[src/rtl/mem_lsu.sv]
// Memory-stage load/store unit: issues one req/gnt/rvalid bus transaction per memory op,
// stalls the pipeline until it completes and aligns/extends load data for write-back.
module mem_lsu #(
  parameter int unsigned AW = 32,
  parameter int unsigned DW = 32
) (
  input  logic          clk,
  input  logic          rst,
  input  logic [7:0]    mem_aluop_i,
  input  logic [31:0]   mem_addr_i,
  input  logic [31:0]   mem_reg2_i,
  input  logic [4:0]    wd_i,
  input  logic          wreg_i,
  input  logic [31:0]   wdata_i,
  output logic [4:0]    wd_o,
  output logic          wreg_o,
  output logic [31:0]   wdata_o,
  output logic          stall_req_o,
  output logic          misalign_o,
  output logic          dbus_req_o,
  output logic          dbus_we_o,
  output logic [3:0]    dbus_be_o,
  output logic [AW-1:0] dbus_addr_o,
  output logic [DW-1:0] dbus_wdata_o,
  input  logic          dbus_gnt_i,
  input  logic [DW-1:0] dbus_rdata_i,
  input  logic          dbus_rvalid_i
);

  localparam logic [7:0] ExeLbOp  = 8'b1110_0000;
  localparam logic [7:0] ExeLhOp  = 8'b1110_0001;
  localparam logic [7:0] ExeLwOp  = 8'b1110_0011;
  localparam logic [7:0] ExeLbuOp = 8'b1110_0100;
  localparam logic [7:0] ExeLhuOp = 8'b1110_0101;
  localparam logic [7:0] ExeSbOp  = 8'b1110_1000;
  localparam logic [7:0] ExeShOp  = 8'b1110_1001;
  localparam logic [7:0] ExeSwOp  = 8'b1110_1011;

  localparam logic [1:0] StIdle = 2'd0;
  localparam logic [1:0] StReq  = 2'd1;
  localparam logic [1:0] StWait = 2'd2;
  localparam logic [1:0] StDone = 2'd3;

  localparam logic [1:0] SzByte = 2'd0;
  localparam logic [1:0] SzHalf = 2'd1;
  localparam logic [1:0] SzWord = 2'd2;

  logic [1:0]    state_q, state_d;
  logic [AW-1:0] addr_q;
  logic          we_q;
  logic [3:0]    be_q;
  logic [DW-1:0] wdata_q;
  logic [1:0]    size_q;
  logic          uns_q;
  logic [31:0]   ld_res_q;

  logic          is_load;
  logic          is_store;
  logic          is_mem;
  logic [1:0]    size;
  logic          uns;
  logic          misaligned;
  logic          start;
  logic [3:0]    be_next;
  logic [31:0]   wdata_next;
  logic [7:0]    ld_byte;
  logic [15:0]   ld_half;
  logic [31:0]   ld_ext;

  // Op decode
  always_comb begin
    is_load  = 1'b0;
    is_store = 1'b0;
    size     = SzWord;
    uns      = 1'b0;
    case (mem_aluop_i)
      ExeLbOp:  begin is_load  = 1'b1; size = SzByte; end
      ExeLhOp:  begin is_load  = 1'b1; size = SzHalf; end
      ExeLwOp:  begin is_load  = 1'b1; size = SzWord; end
      ExeLbuOp: begin is_load  = 1'b1; size = SzByte; uns = 1'b1; end
      ExeLhuOp: begin is_load  = 1'b1; size = SzHalf; uns = 1'b1; end
      ExeSbOp:  begin is_store = 1'b1; size = SzByte; end
      ExeShOp:  begin is_store = 1'b1; size = SzHalf; end
      ExeSwOp:  begin is_store = 1'b1; size = SzWord; end
      default:  ;
    endcase
  end

  assign is_mem     = is_load | is_store;
  assign misaligned = is_mem & (((size == SzHalf) & mem_addr_i[0]) |
                                ((size == SzWord) & (mem_addr_i[1:0] != 2'b00)));
  assign start      = (state_q == StIdle) & is_mem & ~misaligned;

  // Byte enables and lane-replicated store data
  always_comb begin
    be_next    = 4'b1111;
    wdata_next = mem_reg2_i;
    case (size)
      SzByte: begin
        be_next    = 4'b0001 << mem_addr_i[1:0];
        wdata_next = {4{mem_reg2_i[7:0]}};
      end
      SzHalf: begin
        be_next    = mem_addr_i[1] ? 4'b1100 : 4'b0011;
        wdata_next = {2{mem_reg2_i[15:0]}};
      end
      default: ;
    endcase
  end

  // Load lane select and extension
  always_comb begin
    case (addr_q[1:0])
      2'd0:    ld_byte = dbus_rdata_i[7:0];
      2'd1:    ld_byte = dbus_rdata_i[15:8];
      2'd2:    ld_byte = dbus_rdata_i[23:16];
      default: ld_byte = dbus_rdata_i[31:24];
    endcase
    ld_half = addr_q[1] ? dbus_rdata_i[31:16] : dbus_rdata_i[15:0];
    case (size_q)
      SzByte:  ld_ext = uns_q ? {24'h0, ld_byte} : {{24{ld_byte[7]}}, ld_byte};
      SzHalf:  ld_ext = uns_q ? {16'h0, ld_half} : {{16{ld_half[15]}}, ld_half};
      default: ld_ext = dbus_rdata_i[31:0];
    endcase
  end

  always_comb begin
    state_d = state_q;
    case (state_q)
      StIdle:  if (start) state_d = StReq;
      StReq:   if (dbus_gnt_i) state_d = we_q ? StDone : StWait;
      StWait:  if (dbus_rvalid_i) state_d = StDone;
      StDone:  state_d = StIdle;
      default: state_d = StIdle;
    endcase
  end

  always_ff @(posedge clk or posedge rst) begin
    if (rst) begin
      state_q  <= StIdle;
      addr_q   <= '0;
      we_q     <= 1'b0;
      be_q     <= 4'b0000;
      wdata_q  <= '0;
      size_q   <= SzByte;
      uns_q    <= 1'b0;
      ld_res_q <= 32'h0;
    end else begin
      state_q <= state_d;
      if (start) begin
        addr_q  <= mem_addr_i[AW-1:0];
        we_q    <= is_store;
        be_q    <= be_next;
        wdata_q <= wdata_next;
        size_q  <= size;
        uns_q   <= uns;
      end
      if ((state_q == StWait) && dbus_rvalid_i) begin
        ld_res_q <= ld_ext;
      end
    end
  end

  assign dbus_req_o   = (state_q == StReq);
  assign dbus_we_o    = we_q;
  assign dbus_be_o    = be_q;
  assign dbus_addr_o  = {addr_q[AW-1:2], 2'b00};
  assign dbus_wdata_o = wdata_q;

  // Write-back is suppressed while stalled so mem/wb never sees a half-done access.
  always_comb begin
    stall_req_o = 1'b0;
    misalign_o  = 1'b0;
    wd_o        = wd_i;
    wreg_o      = wreg_i;
    wdata_o     = wdata_i;
    case (state_q)
      StIdle: begin
        if (misaligned) begin
          misalign_o = 1'b1;
          wreg_o     = 1'b0;
        end else if (is_mem) begin
          stall_req_o = 1'b1;
          wreg_o      = 1'b0;
          wdata_o     = 32'h0;
        end
      end
      StReq, StWait: begin
        stall_req_o = 1'b1;
        wreg_o      = 1'b0;
        wdata_o     = 32'h0;
      end
      default: begin
        wreg_o  = we_q ? 1'b0 : wreg_i;
        wdata_o = we_q ? 32'h0 : ld_res_q;
      end
    endcase
  end

endmodule

[config.mk]
export PLATFORM = sky130hd
export DESIGN_NAME = mem_lsu
export DESIGN_NICKNAME = d
export VERILOG_FILES = /design/src/rtl/mem_lsu.sv
export SDC_FILE = /design/constraint.sdc
export NUM_CORES = 1
export LEC_CHECK = 0
export ABC_AREA = 0
export BUFFER_PORTS_ARGS = -buffer_cell sky130_fd_sc_hd__buf_2
export CAP_MARGIN = 20
export CORE_MARGIN = 2
export CORE_UTILIZATION = 40
export CTS_CLUSTER_SIZE = 40
export DETAILED_ROUTE_END_ITERATION = 7
export HOLD_SLACK_MARGIN = 0.12
export PLACE_DENSITY = 0.72
export SLEW_MARGIN = 20
export SYNTH_ARGS = -nofsm -noshare
export SYNTH_HDL_FRONTEND = slang
export SYNTH_SLANG_ARGS = --single-unit
export TNS_END_PERCENT = 30
[constraint.sdc]
create_clock -name clk -period 3.6 [get_ports clk]
set_input_delay 0.72 -clock clk [delete_from_list [all_inputs] [get_ports clk]]
set_output_delay 0.72 -clock clk [all_outputs]
set_load 0.1 [all_outputs]
# Yosys cells after proc, flatten, opt, wreduce, memory -nomap -nowiden
# Index checks and enable logic that the tools add are counted.
# classes
addsub	0
n_mul	0
n_div	0
n_lt_le_gt_ge	0
n_eq_ne	19
shift	1
muxes	30
n_bitwise	8
reduce_logical	13
# op_table
op	count
32-bit case mux with 2 select lines	3
32-bit 2-to-1 mux	5
8-bit equality test (second input constant)	8
8-bit case mux with 3 select lines	1
16-bit 2-to-1 mux	1
1-bit 2-to-1 mux	11
3-bit OR reduction	3
2-bit by 1-bit equality test with 1-bit output (second input constant)	4
2-bit equality test (second input constant)	4
2-bit zero test	4
2-bit case mux with 4 select lines	1
4-bit case mux with 2 select lines	1
2-bit 2-to-1 mux	3
1-bit AND	5
5-bit OR reduction	1
4-bit 2-to-1 mux	1
2-bit != test (second input constant)	2
1-bit case mux with 2 select lines	2
2-bit case mux with 2 select lines	1
2-bit OR reduction	2
1-bit by 2-bit left shift with 4-bit output (first input constant)	1
3-bit AND reduction	1
2-bit by 1-bit != test with 1-bit output (second input constant)	1
1-bit OR	2
3 further kinds	3
# word_totals
ff_bits	106
latchBits	0
ram_bits	0
rom_bits	0
inputBits	146
out_inout_bits	110
n_memories	0

# Logic depth before layout (Yosys ltp)
# Gate-level depths: netlist of the first run.
# depth
word_depth	11
ltp_mapped	8

# Worst setup path before layout of the first run
# OpenSTA, ideal clock, no wires.
# synth_path
path_type	input-to-output
startpoint	in mem_aluop_i[4]
endpoint	out stall_req_o
arrival_ns	3.143
required_time_ns	2.880
slack_ns	-0.263
path_stages	7
path_buffers	3
cell_sequence	and4b_1 -> o211ai_1 -> a21o_1 -> buf_6 -> buf_6 -> buf_6 -> a21oi_1
# synth_between
elab_chain_len	9
# synth_lines
element	line_no	text
from (decl)	9	input logic [7:0] mem_aluop_i,
8-bit equality test	76	case (mem_aluop_i)
3-bit OR reduction (no line)	-	
2-bit case mux with 2 select lines	76	
2-bit by 1-bit equality test with 1-bit output / 2-bit equality test (equally long branches)	90, 91	
1-bit AND, on equally long branches	90, 91	
1-bit OR	90	assign misaligned = is_mem & (((size == SzHalf) & mem_addr_i[0]) |
1-bit AND	90	
1-bit 2-to-1 mux (*)	179	if (misaligned) begin
1-bit case mux with 2 select lines (*)	177	case (state_q)
to (decl)	18	output logic stall_req_o,
# Every way passes the cells marked *; elsewhere a longest branch is shown, timed or not.

# Final worst setup path of the first run
# layout_path
startpoint	reg state_q[0]
endpoint	out wdata_o[15]
# layout_between
elab_chain_len	3
# layout_lines
element	line_no	text
from (decl)	48	logic [1:0] state_q, state_d;
from (signal assigned)	140	state_q <= StIdle;
from (signal assigned)	149	state_q <= state_d;
2-bit by 1-bit equality test with 1-bit output / 2-bit equality test (equally long branches)	177	
2-bit OR reduction	177	
32-bit case mux with 2 select lines (*)	177	
to (decl)	17	output logic [31:0] wdata_o,
# Marks and branches as above.

==> impl_results.html, run 1 <==
<table>
<tr><th>Metric</th><th>Value</th></tr>
<tr><th colspan="2">Synthesis</th></tr>
<tr><td>Share of synthesized registers carrying an async set or reset</td><td>100.0%</td></tr>
<tr><td>Share of the synthesized area in the top cell type</td><td>46.20%</td></tr>
<tr><td>Cell with the most instances after synthesis</td><td>sky130_fd_sc_hd__dfrtp_1</td></tr>
<tr><td>Post-synthesis instance total</td><td>523</td></tr>
<tr><td>Syn avg cell area</td><td>10.98 µm²</td></tr>
<tr><td>XOR/XNOR share of the synthesized area</td><td>0.1525%</td></tr>
<tr><td>Distinct cells, synth</td><td>48</td></tr>
<tr><td>Fraction of the mapped netlist area in adder cells</td><td>0.8716%</td></tr>
<tr><td>Top flip-flop cell by instance count after synthesis</td><td>sky130_fd_sc_hd__dfrtp_1</td></tr>
<tr><td>Share of the yosys chip area belonging to registers</td><td>46.20%</td></tr>
<tr><td>Most used standard cells in the synthesized netlist</td><td>106 x sky130_fd_sc_hd__dfrtp_1, 75 x sky130_fd_sc_hd__mux2_2, 39 x sky130_fd_sc_hd__buf_4, 38 x sky130_fd_sc_hd__nand2_1, 34 x sky130_fd_sc_hd__a22o_1</td></tr>
<tr><td>Top area cells in the synthesized netlist</td><td>sky130_fd_sc_hd__dfrtp_1 46%, sky130_fd_sc_hd__mux2_2 15%, sky130_fd_sc_hd__a22o_1 5.2%, sky130_fd_sc_hd__buf_4 5.1%, sky130_fd_sc_hd__mux2i_1 3.3%</td></tr>
<tr><td>Most area-hungry cell type in the Yosys netlist</td><td>sky130_fd_sc_hd__dfrtp_1</td></tr>
<tr><td>Dominant combinational cell family by area after synthesis</td><td>multiplexers</td></tr>
<tr><td>Synthesized cell area</td><td>5742 µm²</td></tr>
<tr><td>Number of enable flip-flop cells after synthesis</td><td>0</td></tr>
<tr><td>Fraction of the mapped netlist area in simple logic gates</td><td>10.05%</td></tr>
<tr><td>Post-synthesis compound-gate area fraction</td><td>13.47%</td></tr>
<tr><td>Count of yosys warnings during synthesis</td><td>0</td></tr>
<tr><td>Multiplexer share of the synthesized area</td><td>20.24%</td></tr>
<tr><td>Number of synthesized register bits</td><td>106</td></tr>
<tr><th colspan="2">Floorplanning</th></tr>
<tr><td>Number of placement rows</td><td>43</td></tr>
<tr><td>I/O pin total</td><td>256</td></tr>
<tr><td>Die span in x</td><td>123.8 µm</td></tr>
<tr><td>Die Area</td><td>15330 µm²</td></tr>
<tr><td>Initial core utilization</td><td>41.20%</td></tr>
<tr><td>Vertical die dimension</td><td>123.8 µm</td></tr>
<tr><td>Core ar.</td><td>13930 µm²</td></tr>
<tr><th colspan="2">CTS</th></tr>
<tr><td>Post-CTS setup repair buffer count</td><td>0</td></tr>
<tr><td>CTS Root Cell</td><td>sky130_fd_sc_hd__clkbuf_16</td></tr>
<tr><td>Post-cts hold buffer count</td><td>0</td></tr>
<tr><td>TritonCTS Sinks</td><td>106</td></tr>
<tr><td>Level count of the clock H-tree</td><td>3</td></tr>
<tr><td>Post-CTS Resized</td><td>0</td></tr>
<tr><td>CTS buffer count</td><td>9</td></tr>
<tr><td>Post-CTS clock slew at the launch and capture registers of the worst setup and hold paths</td><td>0.07 ns</td></tr>
<tr><td>Worst skew pair latency</td><td>0.35 ns</td></tr>
<tr><td>CTS tree</td><td>done</td></tr>
<tr><td>Maximum clock insertion buffer count</td><td>2</td></tr>
<tr><th colspan="2">STA</th></tr>
<tr><td>Unrepaired setup endpoints after global routing</td><td>false</td></tr>
<tr><td>Maximum clock frequency</td><td>0.3192 GHz</td></tr>
<tr><td>Transition at the pin with the smallest max-transition slack</td><td>1.053 ns</td></tr>
<tr><td>Slew Limit Headroom</td><td>29.80%</td></tr>
<tr><td>Final slew viol count</td><td>0</td></tr>
<tr><td>Final total negative setup slack</td><td>0 ns</td></tr>
<tr><td>Hold violation count in the final report</td><td>0</td></tr>
<tr><td>Fin crit period</td><td>3.132 ns</td></tr>
<tr><td>Crit share post-route</td><td>87.01%</td></tr>
<tr><td>Count of final setup violators</td><td>0</td></tr>
<tr><td>Worst Clk Skew</td><td>0.005726 ns</td></tr>
<tr><th colspan="2">Setup path</th></tr>
<tr><td>Critical path peak fanout</td><td>32</td></tr>
<tr><td>RR Startpoint</td><td>state_q[0]</td></tr>
<tr><td>Crit path arrival time</td><td>2.41 ns</td></tr>
<tr><td>Cell type group with the largest total delay on the critical path</td><td>simple AND/OR/NAND/NOR gates</td></tr>
<tr><td>FF-to-FF setup slack</td><td>1.11 ns</td></tr>
<tr><td>Setup Crit Path Kind</td><td>reg -&gt; out</td></tr>
<tr><td>Max stage delay cell, worst path</td><td>sky130_fd_sc_hd__and3_2</td></tr>
<tr><td>Largest incremental delay on the critical path</td><td>0.63 ns</td></tr>
<tr><td>Ordered cell list for the critical path</td><td>inv_1, ha_1, and3_2, a22o_1, buf_12</td></tr>
<tr><td>Worst Reg2Reg Path Length in Cells</td><td>6</td></tr>
<tr><td>Element type at the critical path end</td><td>primary output</td></tr>
<tr><td>Data required time of the worst path</td><td>2.88 ns</td></tr>
<tr><td>Crit path buf inv count</td><td>2</td></tr>
<tr><td>End of the worst register-to-register path</td><td>addr_q[10]</td></tr>
<tr><td>Kind of launch point of the worst setup path</td><td>register</td></tr>
<tr><th colspan="2">GRT</th></tr>
<tr><td>Wire length of the first global-routing pass</td><td>24360 µm</td></tr>
<tr><td>Largest net degree at the start of global routing</td><td>69</td></tr>
<tr><td>GR Overflow Total</td><td>0</td></tr>
<tr><td>Antenna violations before repair</td><td>0</td></tr>
<tr><td>GRT Total Usage</td><td>20.69%</td></tr>
<tr><td>Number of global-route vias before repair</td><td>4943</td></tr>
<tr><th colspan="2">Place</th></tr>
<tr><td>Final weighted congestion in routability-driven placement</td><td>0.8025</td></tr>
<tr><td>Number of buffer cells added on primary ports</td><td>243</td></tr>
<tr><td>Total half-perimeter wirelength after legalization and detailed placement</td><td>12180 µm</td></tr>
<tr><th colspan="2">Detailed routing</th></tr>
<tr><td>Count of vias placed by the detailed router</td><td>4804</td></tr>
<tr><td>Routed length per placed instance</td><td>17.73 µm</td></tr>
<tr><td>Remaining DRCs</td><td>0</td></tr>
<tr><td>Average via count per standard cell</td><td>5.338</td></tr>
<tr><td>Iteration-0 DRC Markers</td><td>303</td></tr>
<tr><td>Wire length reported by the detailed router</td><td>15960 µm</td></tr>
<tr><td>First drt pass iteration count</td><td>4</td></tr>
<tr><td>Post-detailed-route count of antenna-violating nets</td><td>0</td></tr>
<tr><th colspan="2">Layout</th></tr>
<tr><td>Fill cell total of the finished layout</td><td>1184</td></tr>
<tr><td>Area delta synth-&gt;final</td><td>33.14%</td></tr>
<tr><td>Fraction of final layout cells with drive strength greater than 1</td><td>51.53%</td></tr>
<tr><td>Net total in the final layout</td><td>865</td></tr>
<tr><td>Antenna diode count</td><td>0</td></tr>
<tr><th colspan="2">Status</th></tr>
<tr><td>Run status</td><td>finished, final reports clean</td></tr>
<tr><th colspan="2">Worst hold path</th></tr>
<tr><td>Worst min-delay path category</td><td>in -&gt; async</td></tr>
<tr><th colspan="2">Flow run</th></tr>
<tr><td>Max capacitance violation total</td><td>0</td></tr>
</table>
==> placed cells by master (no fill, tap or decap), types with 8 or more instances in the layout <==
cell type / netlist / routed
sky130_fd_sc_hd__mux2i_1: 19 / 19
sky130_fd_sc_hd__dfrtp_1: 106 / 106
sky130_fd_sc_hd__inv_1: 11 / 10
sky130_fd_sc_hd__a21oi_1: 24 / 23
sky130_fd_sc_hd__nor2_1: 17 / 16
sky130_fd_sc_hd__buf_2: 12 / 210
sky130_fd_sc_hd__a22o_1: 34 / 34
sky130_fd_sc_hd__nand2_1: 38 / 38
sky130_fd_sc_hd__buf_4: 39 / 12
sky130_fd_sc_hd__o21ai_0: 17 / 17
sky130_fd_sc_hd__nand3_1: 33 / 33
sky130_fd_sc_hd__mux2_2: 75 / 75
sky130_fd_sc_hd__buf_12: 0 / 34
sky130_fd_sc_hd__clkbuf_16: 0 / 9
sky130_fd_sc_hd__nand3b_1: 8 / 8
==> worst max-delay path by stage <==
stage / cells past startpoint / to / slack, ns / start
6_report: 5 / wdata_o[15] / 0.47 / state_q[0]
3_5_place_dp: 6 / wdata_o[15] / 0.15 / mem_aluop_i[0]
2_1_floorplan: 5 / misalign_o / 0.03 / mem_aluop_i[4]
3_3_place_gp: 6 / wdata_o[23] / 0.25 / mem_aluop_i[0]
5_1_grt: 5 / wdata_o[12] / 0.25 / state_q[0]
4_1_cts: 5 / wdata_o[15] / 0.05 / state_q[0]
==> flip-flops by register name (all words and copies together) (netlist names) <==
| signal | count |
|---|---|
| dbus_we_o | 1 |
| size_q | 2 |
| dbus_wdata_o | 32 |
| uns_q | 1 |
| addr_q | 32 |
| state_q | 2 |
| ld_res_q | 32 |
| dbus_be_o | 4 |
==> routing by layer <==
| metal | routed length, µm | vias to the layer above | GRT usage, % |
|---|---|---|---|
| met3 | 1637 | 29 | 6.456 |
| met4 | 336 | 0 | 8.736 |
| li1 | - | 2237 | - |
| met1 | 5996 | 2310 | 23.22 |
| met5 | 0 | - | 0 |
| met2 | 7990 | 228 | 36.23 |
==> through the flow <==
step           hold slack [ns]  setup WS [ns]  instance area (µm²)  utilization (%)  cells
2_1_floorplan           0.4507        0.03181                 5749                -    524
3_3_place_gp            0.4668         0.2520                 7333            52.63    884
3_5_place_dp            0.4732         0.1547                 7333            52.63    884
4_1_cts                 0.4701        0.05443                 7644            54.85    900
5_1_grt                 0.5064         0.2475                 7645            54.86    900
6_report                0.4557         0.4676                 7645            54.86    900
==> cell families (layout without fill, tap and decap cells) <==
logic type / Yosys count / after routing
and+or+nand+nor: 116 / 116
DFF: 106 / 106
AOI/OAI and AO/OA: 105 / 105
muxes: 102 / 102
buffers and inverters: 88 / 284
adders and majority gates: 4 / 4
other: 1 / 2
xor gates and xnor gates: 1 / 1
==> final cells by class <==
| type | instances | area [µm²] | share of cell area (%) |
|---|---|---|---|
| tap | 180 | 225.2 | 2.946 |
| clock inverter | 6 | 71.32 | 0.9329 |
| multi-input combinational | 330 | 2587 | 33.85 |
| clock buffer | 10 | 239.0 | 3.126 |
| timing repair buffer | 256 | 1822 | 23.83 |
| sequential | 106 | 2653 | 34.70 |
| inverter | 12 | 47.55 | 0.6219 |
Power of run 1 is not shown: default switching activity piles up to over one toggle a cycle in this logic, so the estimate is an artifact.
==> run 2, diff against run 1 <==
clock period = 2.5 ns   (was 3.6 ns; I/O delays follow)
==> run 2 against run 1 <==
Net effect: die area unchanged; sequential share of layout area down 0.82 points; worst setup slack worse by 0.35 ns; largest cell class is now multi-input gates; clock skew about the same; critical path depth up 1; final cell count up 1.0%; non-clock buffer count up 10; register-to-register slack worse by 0.57 ns.
==> impl_results.html, run 2 (same netlist as run 1, synthesis figures left out) <==
<table>
<tr><th>Metric</th><th>Value</th></tr>
<tr><th colspan="2">GRT</th></tr>
<tr><td>Number of global-route vias before repair</td><td>5062 (was 4943)</td></tr>
<tr><td>Antenna violations before repair</td><td>0 (unchanged)</td></tr>
<tr><td>GRT Total Usage</td><td>21.67% (was 20.69%)</td></tr>
<tr><td>Largest net degree at the start of global routing</td><td>69 (unchanged)</td></tr>
<tr><td>Wire length of the first global-routing pass</td><td>25240 µm (was 24360 µm)</td></tr>
<tr><td>GR Overflow Total</td><td>0 (unchanged)</td></tr>
<tr><th colspan="2">STA</th></tr>
<tr><td>Count of final setup violators</td><td>0 (unchanged)</td></tr>
<tr><td>Final total negative setup slack</td><td>0 ns (unchanged)</td></tr>
<tr><td>Unrepaired setup endpoints after global routing</td><td>false (unchanged)</td></tr>
<tr><td>Fin crit period</td><td>2.382 ns</td></tr>
<tr><td>Crit share post-route</td><td>95.27%</td></tr>
<tr><td>Worst Clk Skew</td><td>0.006207 ns (was 0.005726 ns)</td></tr>
<tr><td>Final slew viol count</td><td>0 (unchanged)</td></tr>
<tr><td>WHS</td><td>0.3435 ns (was 0.4557 ns)</td></tr>
<tr><td>Hold violation count in the final report</td><td>0 (unchanged)</td></tr>
<tr><td>Transition at the pin with the smallest max-transition slack</td><td>0.7598 ns (was 1.053 ns)</td></tr>
<tr><td>Slew Limit Headroom</td><td>49.35% (was 29.80%)</td></tr>
<tr><td>Maximum clock frequency</td><td>0.4199 GHz</td></tr>
<tr><th colspan="2">Layout</th></tr>
<tr><td>Fill cell total of the finished layout</td><td>1163 (was 1184)</td></tr>
<tr><td>Area delta synth-&gt;final</td><td>36.37% (was 33.14%)</td></tr>
<tr><td>Most frequent standard cell in the layout excluding fill and tap cells</td><td>sky130_fd_sc_hd__buf_2 (unchanged)</td></tr>
<tr><td>Most frequent cells in the layout</td><td>208 x sky130_fd_sc_hd__buf_2, 106 x sky130_fd_sc_hd__dfrtp_1, 75 x sky130_fd_sc_hd__mux2_2 (was 210 x sky130_fd_sc_hd__buf_2, 106 x sky130_fd_sc_hd__dfrtp_1, 75 x sky130_fd_sc_hd__mux2_2)</td></tr>
<tr><td>Net total in the final layout</td><td>875 (was 865)</td></tr>
<tr><td>Fraction of final layout cells with drive strength greater than 1</td><td>53.50% (was 51.53%)</td></tr>
<tr><td>Antenna diode count</td><td>0 (unchanged)</td></tr>
<tr><th colspan="2">Detailed routing</th></tr>
<tr><td>Routed length per placed instance</td><td>18.32 µm (was 17.73 µm)</td></tr>
<tr><td>Wire length reported by the detailed router</td><td>16650 µm (was 15960 µm)</td></tr>
<tr><td>Average via count per standard cell</td><td>5.396 (was 5.338)</td></tr>
<tr><td>Post-detailed-route count of antenna-violating nets</td><td>0 (unchanged)</td></tr>
<tr><td>First drt pass iteration count</td><td>5 (was 4)</td></tr>
<tr><td>Iteration-0 DRC Markers</td><td>324 (was 303)</td></tr>
<tr><td>Remaining DRCs</td><td>0 (unchanged)</td></tr>
<tr><td>Count of vias placed by the detailed router</td><td>4905 (was 4804)</td></tr>
<tr><th colspan="2">Place</th></tr>
<tr><td>Total half-perimeter wirelength after legalization and detailed placement</td><td>12530 µm (was 12180 µm)</td></tr>
<tr><td>Number of buffer cells added on primary ports</td><td>243 (unchanged)</td></tr>
<tr><td>Final weighted congestion in routability-driven placement</td><td>0.8836 (was 0.8025)</td></tr>
<tr><th colspan="2">Setup path</th></tr>
<tr><td>Critical path peak fanout</td><td>16 (was 32)</td></tr>
<tr><td>Kind of launch point of the worst setup path</td><td>register (unchanged)</td></tr>
<tr><td>Crit path arrival time</td><td>1.88 ns (was 2.41 ns)</td></tr>
<tr><td>Setup Crit Path Kind</td><td>reg -&gt; out (unchanged)</td></tr>
<tr><td>Data required time of the worst path</td><td>2.00 ns (was 2.88 ns)</td></tr>
<tr><td>FF-to-FF setup slack</td><td>0.54 ns (was 1.11 ns)</td></tr>
<tr><td>Element type at the critical path end</td><td>primary output (unchanged)</td></tr>
<tr><th colspan="2">Floorplanning</th></tr>
<tr><td>Vertical die dimension</td><td>123.8 µm (unchanged)</td></tr>
<tr><td>Number of placement rows</td><td>43 (unchanged)</td></tr>
<tr><td>Initial core utilization</td><td>41.20% (unchanged)</td></tr>
<tr><td>Die Area</td><td>15330 µm² (unchanged)</td></tr>
<tr><td>I/O pin total</td><td>256 (unchanged)</td></tr>
<tr><td>Die span in x</td><td>123.8 µm (unchanged)</td></tr>
<tr><td>Core ar.</td><td>13930 µm² (unchanged)</td></tr>
<tr><th colspan="2">CTS</th></tr>
<tr><td>CTS Root Cell</td><td>sky130_fd_sc_hd__clkbuf_16 (unchanged)</td></tr>
<tr><td>CTS tree</td><td>done (unchanged)</td></tr>
<tr><td>TritonCTS Sinks</td><td>106 (unchanged)</td></tr>
<tr><td>Post-CTS clock slew at the launch and capture registers of the worst setup and hold paths</td><td>0.07 ns (about the same)</td></tr>
<tr><td>CTS buffer count</td><td>9 (unchanged)</td></tr>
<tr><td>Worst skew pair latency</td><td>0.35 ns (about the same)</td></tr>
<tr><td>Level count of the clock H-tree</td><td>3 (unchanged)</td></tr>
<tr><td>Maximum clock insertion buffer count</td><td>2 (unchanged)</td></tr>
<tr><th colspan="2">Worst hold path</th></tr>
<tr><td>Worst min-delay path category</td><td>in -&gt; async (unchanged)</td></tr>
<tr><th colspan="2">Flow run</th></tr>
<tr><td>Max capacitance violation total</td><td>0 (unchanged)</td></tr>
<tr><th colspan="2">Status</th></tr>
<tr><td>Run status</td><td>finished, final reports clean (unchanged)</td></tr>
</table>
run 2: timing repair:
item,in CTS,in global routing
cloned,1,0
pin swaps,1,4
gates resized for setup,7,8
endpoints found under the setup margin,33,16
hold buffers,0,0
setup buffers,4,1
run 2: path summary, 6_finish.rpt:
path / start / end / cells after the start
worst min register to register: ld_res_q[1] / ld_res_q[1] / 2
worst min-delay path: rst / ld_res_q[11] / 3
max in group asynchronous: rst / dbus_wdata_o[1] / 3
worst max register to register: state_q[0] / ld_res_q[28] / 7
worst max-delay path: state_q[0] / wdata_o[12] / 6
min in group clk: mem_addr_i[15] / addr_q[15] / 2
run 2: area by class of cell:
| type | instances | area (µm²) | share of cell area, % |
|---|---|---|---|
| sequential | 106 | 2653 | 33.88 |
| timing repair buffer | 266 | 1972 | 25.18 |
| multi-input combinational | 330 | 2656 | 33.92 |
| inverter | 12 | 48.80 | 0.6232 |
| clock inverter | 6 | 50.05 | 0.6392 |
| clock buffer | 9 | 225.2 | 2.876 |
| tap | 180 | 225.2 | 2.876 |
run 2: critical path, cell delays in order, from the launching register on:
cell	delay, ns
sky130_fd_sc_hd__dfrtp_1	0.43
sky130_fd_sc_hd__ha_2	0.22
sky130_fd_sc_hd__inv_2	0.07
sky130_fd_sc_hd__and3_4	0.25
sky130_fd_sc_hd__buf_12	0.16
sky130_fd_sc_hd__a22o_1	0.20
sky130_fd_sc_hd__buf_12	0.19
run 2: through the flow:
| step | cells | instance area (µm²) | setup WS (ns) | utilization, % |
|---|---|---|---|---|
| detailed placement | 888 | 7420 | 0.1043 | 53.25 |
| global route | 909 | 7830 | 0.05814 | 56.19 |
| floorplan | 524 | 5753 | -0.6282 | - |
| finish | 909 | 7830 | 0.1183 | 56.19 |
| CTS | 908 | 7777 | 0.01758 | 55.81 |
| global placement | 888 | 7420 | 0.1405 | 53.25 |
run 2: metal layers:
layer,up-vias,global-route usage [%],share of wire [%]
met1,2376,23.68,37
met2,244,39.22,51
met4,0,9.730,2.8
met3,33,5.723,8.7
li1,2252,-,-
met5,-,0,0
Power of run 2 is left out for the same reason.
==> run 3, diff against run 2 <==
PLACE_DENSITY = 0.7   (was 0.72)
SETUP_SLACK_MARGIN = 0.02   (was not set)
clock period = 3.01 ns   (was 2.5 ns; I/O delays follow)
==> run 3 against run 2 <==
Net effect: clock skew is 0.00093 ns higher; worst setup slack gained 0.12 ns; sequential share of layout area increased by 0.81 points; sequential cell count is the same; via count is 2.1% lower; final cell count down 0.88%; highest routed layer unchanged; register-to-register slack better by 0.45 ns; non-clock buffer count shrank 9; wire length is 5.1% lower; global-route usage is 1.3 points lower; die area stayed put; core utilization down 1.3 points.
==> impl_results.html, run 3 (same netlist as run 1, synthesis figures left out) <==
<table>
<tr><th>Metric</th><th>Value</th></tr>
<tr><th colspan="2">Status</th></tr>
<tr><td>Run status</td><td>finished, final reports clean (unchanged)</td></tr>
<tr><th colspan="2">Setup path</th></tr>
<tr><td>Ordered cell list for the critical path</td><td>inv_1, ha_2, and3_1, buf_4, a22o_1, buf_12 (was ha_2, inv_2, and3_4, buf_12, a22o_1, buf_12)</td></tr>
<tr><td>Crit path buf inv count</td><td>3 (unchanged)</td></tr>
<tr><td>Data required time of the worst path</td><td>2.41 ns (was 2.00 ns)</td></tr>
<tr><td>Kind of launch point of the worst setup path</td><td>register (unchanged)</td></tr>
<tr><td>Crit path arrival time</td><td>2.17 ns (was 1.88 ns)</td></tr>
<tr><td>FF-to-FF setup slack</td><td>0.99 ns (was 0.54 ns)</td></tr>
<tr><td>Critical path peak fanout</td><td>32 (was 16)</td></tr>
<tr><td>Worst Reg2Reg Path Length in Cells</td><td>6 (was 7)</td></tr>
<tr><td>Largest incremental delay on the critical path</td><td>0.44 ns (was 0.43 ns)</td></tr>
<tr><td>RR Startpoint</td><td>state_q[0] (unchanged)</td></tr>
<tr><td>Element type at the critical path end</td><td>primary output (unchanged)</td></tr>
<tr><td>Setup Crit Path Kind</td><td>reg -&gt; out (unchanged)</td></tr>
<tr><td>End of the worst register-to-register path</td><td>addr_q[6] (was ld_res_q[28])</td></tr>
<tr><td>Max stage delay cell, worst path</td><td>sky130_fd_sc_hd__dfrtp_1 (unchanged)</td></tr>
<tr><td>Cell type group with the largest total delay on the critical path</td><td>buffers and inverters (was flip-flops)</td></tr>
<tr><th colspan="2">Place</th></tr>
<tr><td>Instance count after placement with tap cells included</td><td>885 (was 888)</td></tr>
<tr><td>Final weighted congestion in routability-driven placement</td><td>0.8935 (was 0.8836)</td></tr>
<tr><td>Number of buffer cells added on primary ports</td><td>243 (unchanged)</td></tr>
<tr><td>Total half-perimeter wirelength after legalization and detailed placement</td><td>12090 µm (was 12530 µm)</td></tr>
<tr><th colspan="2">Layout</th></tr>
<tr><td>Fraction of final layout cells with drive strength greater than 1</td><td>51.46% (was 53.50%)</td></tr>
<tr><td>Net total in the final layout</td><td>866 (was 875)</td></tr>
<tr><td>Most frequent cells in the layout</td><td>210 x sky130_fd_sc_hd__buf_2, 106 x sky130_fd_sc_hd__dfrtp_1, 75 x sky130_fd_sc_hd__mux2_2 (was 208 x sky130_fd_sc_hd__buf_2, 106 x sky130_fd_sc_hd__dfrtp_1, 75 x sky130_fd_sc_hd__mux2_2)</td></tr>
<tr><td>Antenna diode count</td><td>0 (unchanged)</td></tr>
<tr><td>Cell Count, Final, Fillers Out</td><td>901 (was 909)</td></tr>
<tr><td>Area delta synth-&gt;final</td><td>33.19% (was 36.37%)</td></tr>
<tr><td>Fill cell total of the finished layout</td><td>1209 (was 1163)</td></tr>
<tr><td>Core Util, Final</td><td>54.88% (was 56.19%)</td></tr>
<tr><td>Most frequent standard cell in the layout excluding fill and tap cells</td><td>sky130_fd_sc_hd__buf_2 (unchanged)</td></tr>
<tr><th colspan="2">Detailed routing</th></tr>
<tr><td>First drt pass iteration count</td><td>4 (was 5)</td></tr>
<tr><td>Wire length reported by the detailed router</td><td>15800 µm (was 16650 µm)</td></tr>
<tr><td>Average via count per standard cell</td><td>5.329 (was 5.396)</td></tr>
<tr><td>Post-detailed-route count of antenna-violating nets</td><td>0 (unchanged)</td></tr>
<tr><td>Iteration-0 DRC Markers</td><td>273 (was 324)</td></tr>
<tr><td>Count of vias placed by the detailed router</td><td>4801 (was 4905)</td></tr>
<tr><td>Routed length per placed instance</td><td>17.53 µm (was 18.32 µm)</td></tr>
<tr><td>Remaining DRCs</td><td>0 (unchanged)</td></tr>
<tr><th colspan="2">GRT</th></tr>
<tr><td>Largest net degree at the start of global routing</td><td>69 (unchanged)</td></tr>
<tr><td>GRT Total Usage</td><td>20.41% (was 21.67%)</td></tr>
<tr><td>Wire length of the first global-routing pass</td><td>23960 µm (was 25240 µm)</td></tr>
<tr><td>GR Overflow Total</td><td>0 (unchanged)</td></tr>
<tr><td>Number of global-route vias before repair</td><td>4909 (was 5062)</td></tr>
<tr><td>Antenna violations before repair</td><td>0 (unchanged)</td></tr>
<tr><th colspan="2">Floorplanning</th></tr>
<tr><td>Initial core utilization</td><td>41.20% (unchanged)</td></tr>
<tr><td>I/O pin total</td><td>256 (unchanged)</td></tr>
<tr><td>Vertical die dimension</td><td>123.8 µm (unchanged)</td></tr>
<tr><td>Number of placement rows</td><td>43 (unchanged)</td></tr>
<tr><td>Die span in x</td><td>123.8 µm (unchanged)</td></tr>
<tr><td>Core ar.</td><td>13930 µm² (unchanged)</td></tr>
<tr><td>Die Area</td><td>15330 µm² (unchanged)</td></tr>
<tr><th colspan="2">STA</th></tr>
<tr><td>Hold violation count in the final report</td><td>0 (unchanged)</td></tr>
<tr><td>Worst Clk Skew</td><td>0.007137 ns (was 0.006207 ns)</td></tr>
<tr><td>Count of final setup violators</td><td>0 (unchanged)</td></tr>
<tr><td>Transition at the pin with the smallest max-transition slack</td><td>0.8096 ns (was 0.7598 ns)</td></tr>
<tr><td>Unrepaired setup endpoints after global routing</td><td>false (unchanged)</td></tr>
<tr><td>WHS</td><td>0.3974 ns (was 0.3435 ns)</td></tr>
<tr><td>Final slew viol count</td><td>0 (unchanged)</td></tr>
<tr><td>Maximum clock frequency</td><td>0.3605 GHz</td></tr>
<tr><td>Slew Limit Headroom</td><td>45.91% (was 49.35%)</td></tr>
<tr><td>Fin crit period</td><td>2.774 ns</td></tr>
<tr><td>Crit share post-route</td><td>92.16%</td></tr>
<tr><th colspan="2">CTS</th></tr>
<tr><td>Post-CTS setup repair buffer count</td><td>0 (was 4)</td></tr>
<tr><td>Post-cts hold buffer count</td><td>0 (unchanged)</td></tr>
<tr><td>TritonCTS Sinks</td><td>106 (unchanged)</td></tr>
<tr><td>Level count of the clock H-tree</td><td>3 (unchanged)</td></tr>
<tr><td>Maximum clock insertion buffer count</td><td>2 (unchanged)</td></tr>
<tr><td>CTS Root Cell</td><td>sky130_fd_sc_hd__clkbuf_16 (unchanged)</td></tr>
<tr><td>Worst skew pair latency</td><td>0.35 ns (about the same)</td></tr>
<tr><td>CTS buffer count</td><td>9 (unchanged)</td></tr>
<tr><td>Post-CTS clock slew at the launch and capture registers of the worst setup and hold paths</td><td>0.07 ns (about the same)</td></tr>
<tr><td>CTS tree</td><td>done (unchanged)</td></tr>
<tr><th colspan="2">Flow run</th></tr>
<tr><td>Max capacitance violation total</td><td>0 (unchanged)</td></tr>
<tr><th colspan="2">Worst hold path</th></tr>
<tr><td>Worst min-delay path category</td><td>in -&gt; async (unchanged)</td></tr>
</table>
## run 3: cell count changes in the layout (fill, tap and decap cells not counted), moves of 2 or more
cell and change:
sky130_fd_sc_hd__buf_12 -2, sky130_fd_sc_hd__inv_2 -3, sky130_fd_sc_hd__a22o_1 +5, sky130_fd_sc_hd__buf_4 -8
sky130_fd_sc_hd__inv_1 +3, sky130_fd_sc_hd__buf_2 +2, sky130_fd_sc_hd__a22o_4 -5
## run 3: area by class of cell
| class | count | area [µm²] | area share (%) |
|---|---|---|---|
| inverter | 12 | 48.80 | 0.6381 |
| tap | 180 | 225.2 | 2.945 |
| sequential | 106 | 2653 | 34.69 |
| clock buffer | 10 | 229.0 | 2.994 |
| clock inverter | 6 | 48.80 | 0.6381 |
| multi-input combinational | 330 | 2589 | 33.85 |
| timing repair buffer | 257 | 1854 | 24.25 |
## run 3: how the worst max path moves through the flow
stage	endpoint	slack [ns]	startpoint	depth (start not counted)
final	wdata_o[10]	0.24	state_q[0]	6
after global routing	wdata_o[7]	0.09	state_q[0]	6
after CTS	wdata_o[10]	0.13	state_q[0]	6
after detailed placement	wdata_o[10]	0.29	mem_aluop_i[0]	8
after global placement	wdata_o[23]	0.34	mem_aluop_i[0]	8
after floorplan	misalign_o	-0.32	mem_aluop_i[4]	5
## run 3: timing repair
action,4_1_cts,5_1_grt
endpoints found under the hold margin,0,0
setup endpoints to repair,0,32
resized for setup,0,1
## run 3: per-stage QoR
step / TNS (ns) / setup slack (ns) / instance area, µm²
detailed placement: 0 / 0.2926 / 7367
global route: 0 / 0.09106 / 7647
floorplan: -0.5662 / -0.3222 / 5753
global placement: 0 / 0.3382 / 7367
finish: 0 / 0.2360 / 7647
CTS: 0 / 0.1250 / 7645
## run 3: per-layer routing
metal | GRT usage (%) | vias up | routed length, µm
li1 | - | 2242 | -
met4 | 11.15 | 0 | 557
met3 | 5.449 | 36 | 1445
met5 | 0 | - | 0
met1 | 23.47 | 2299 | 6249
met2 | 34.55 | 224 | 7544
Power of run 3 is left out for the same reason.
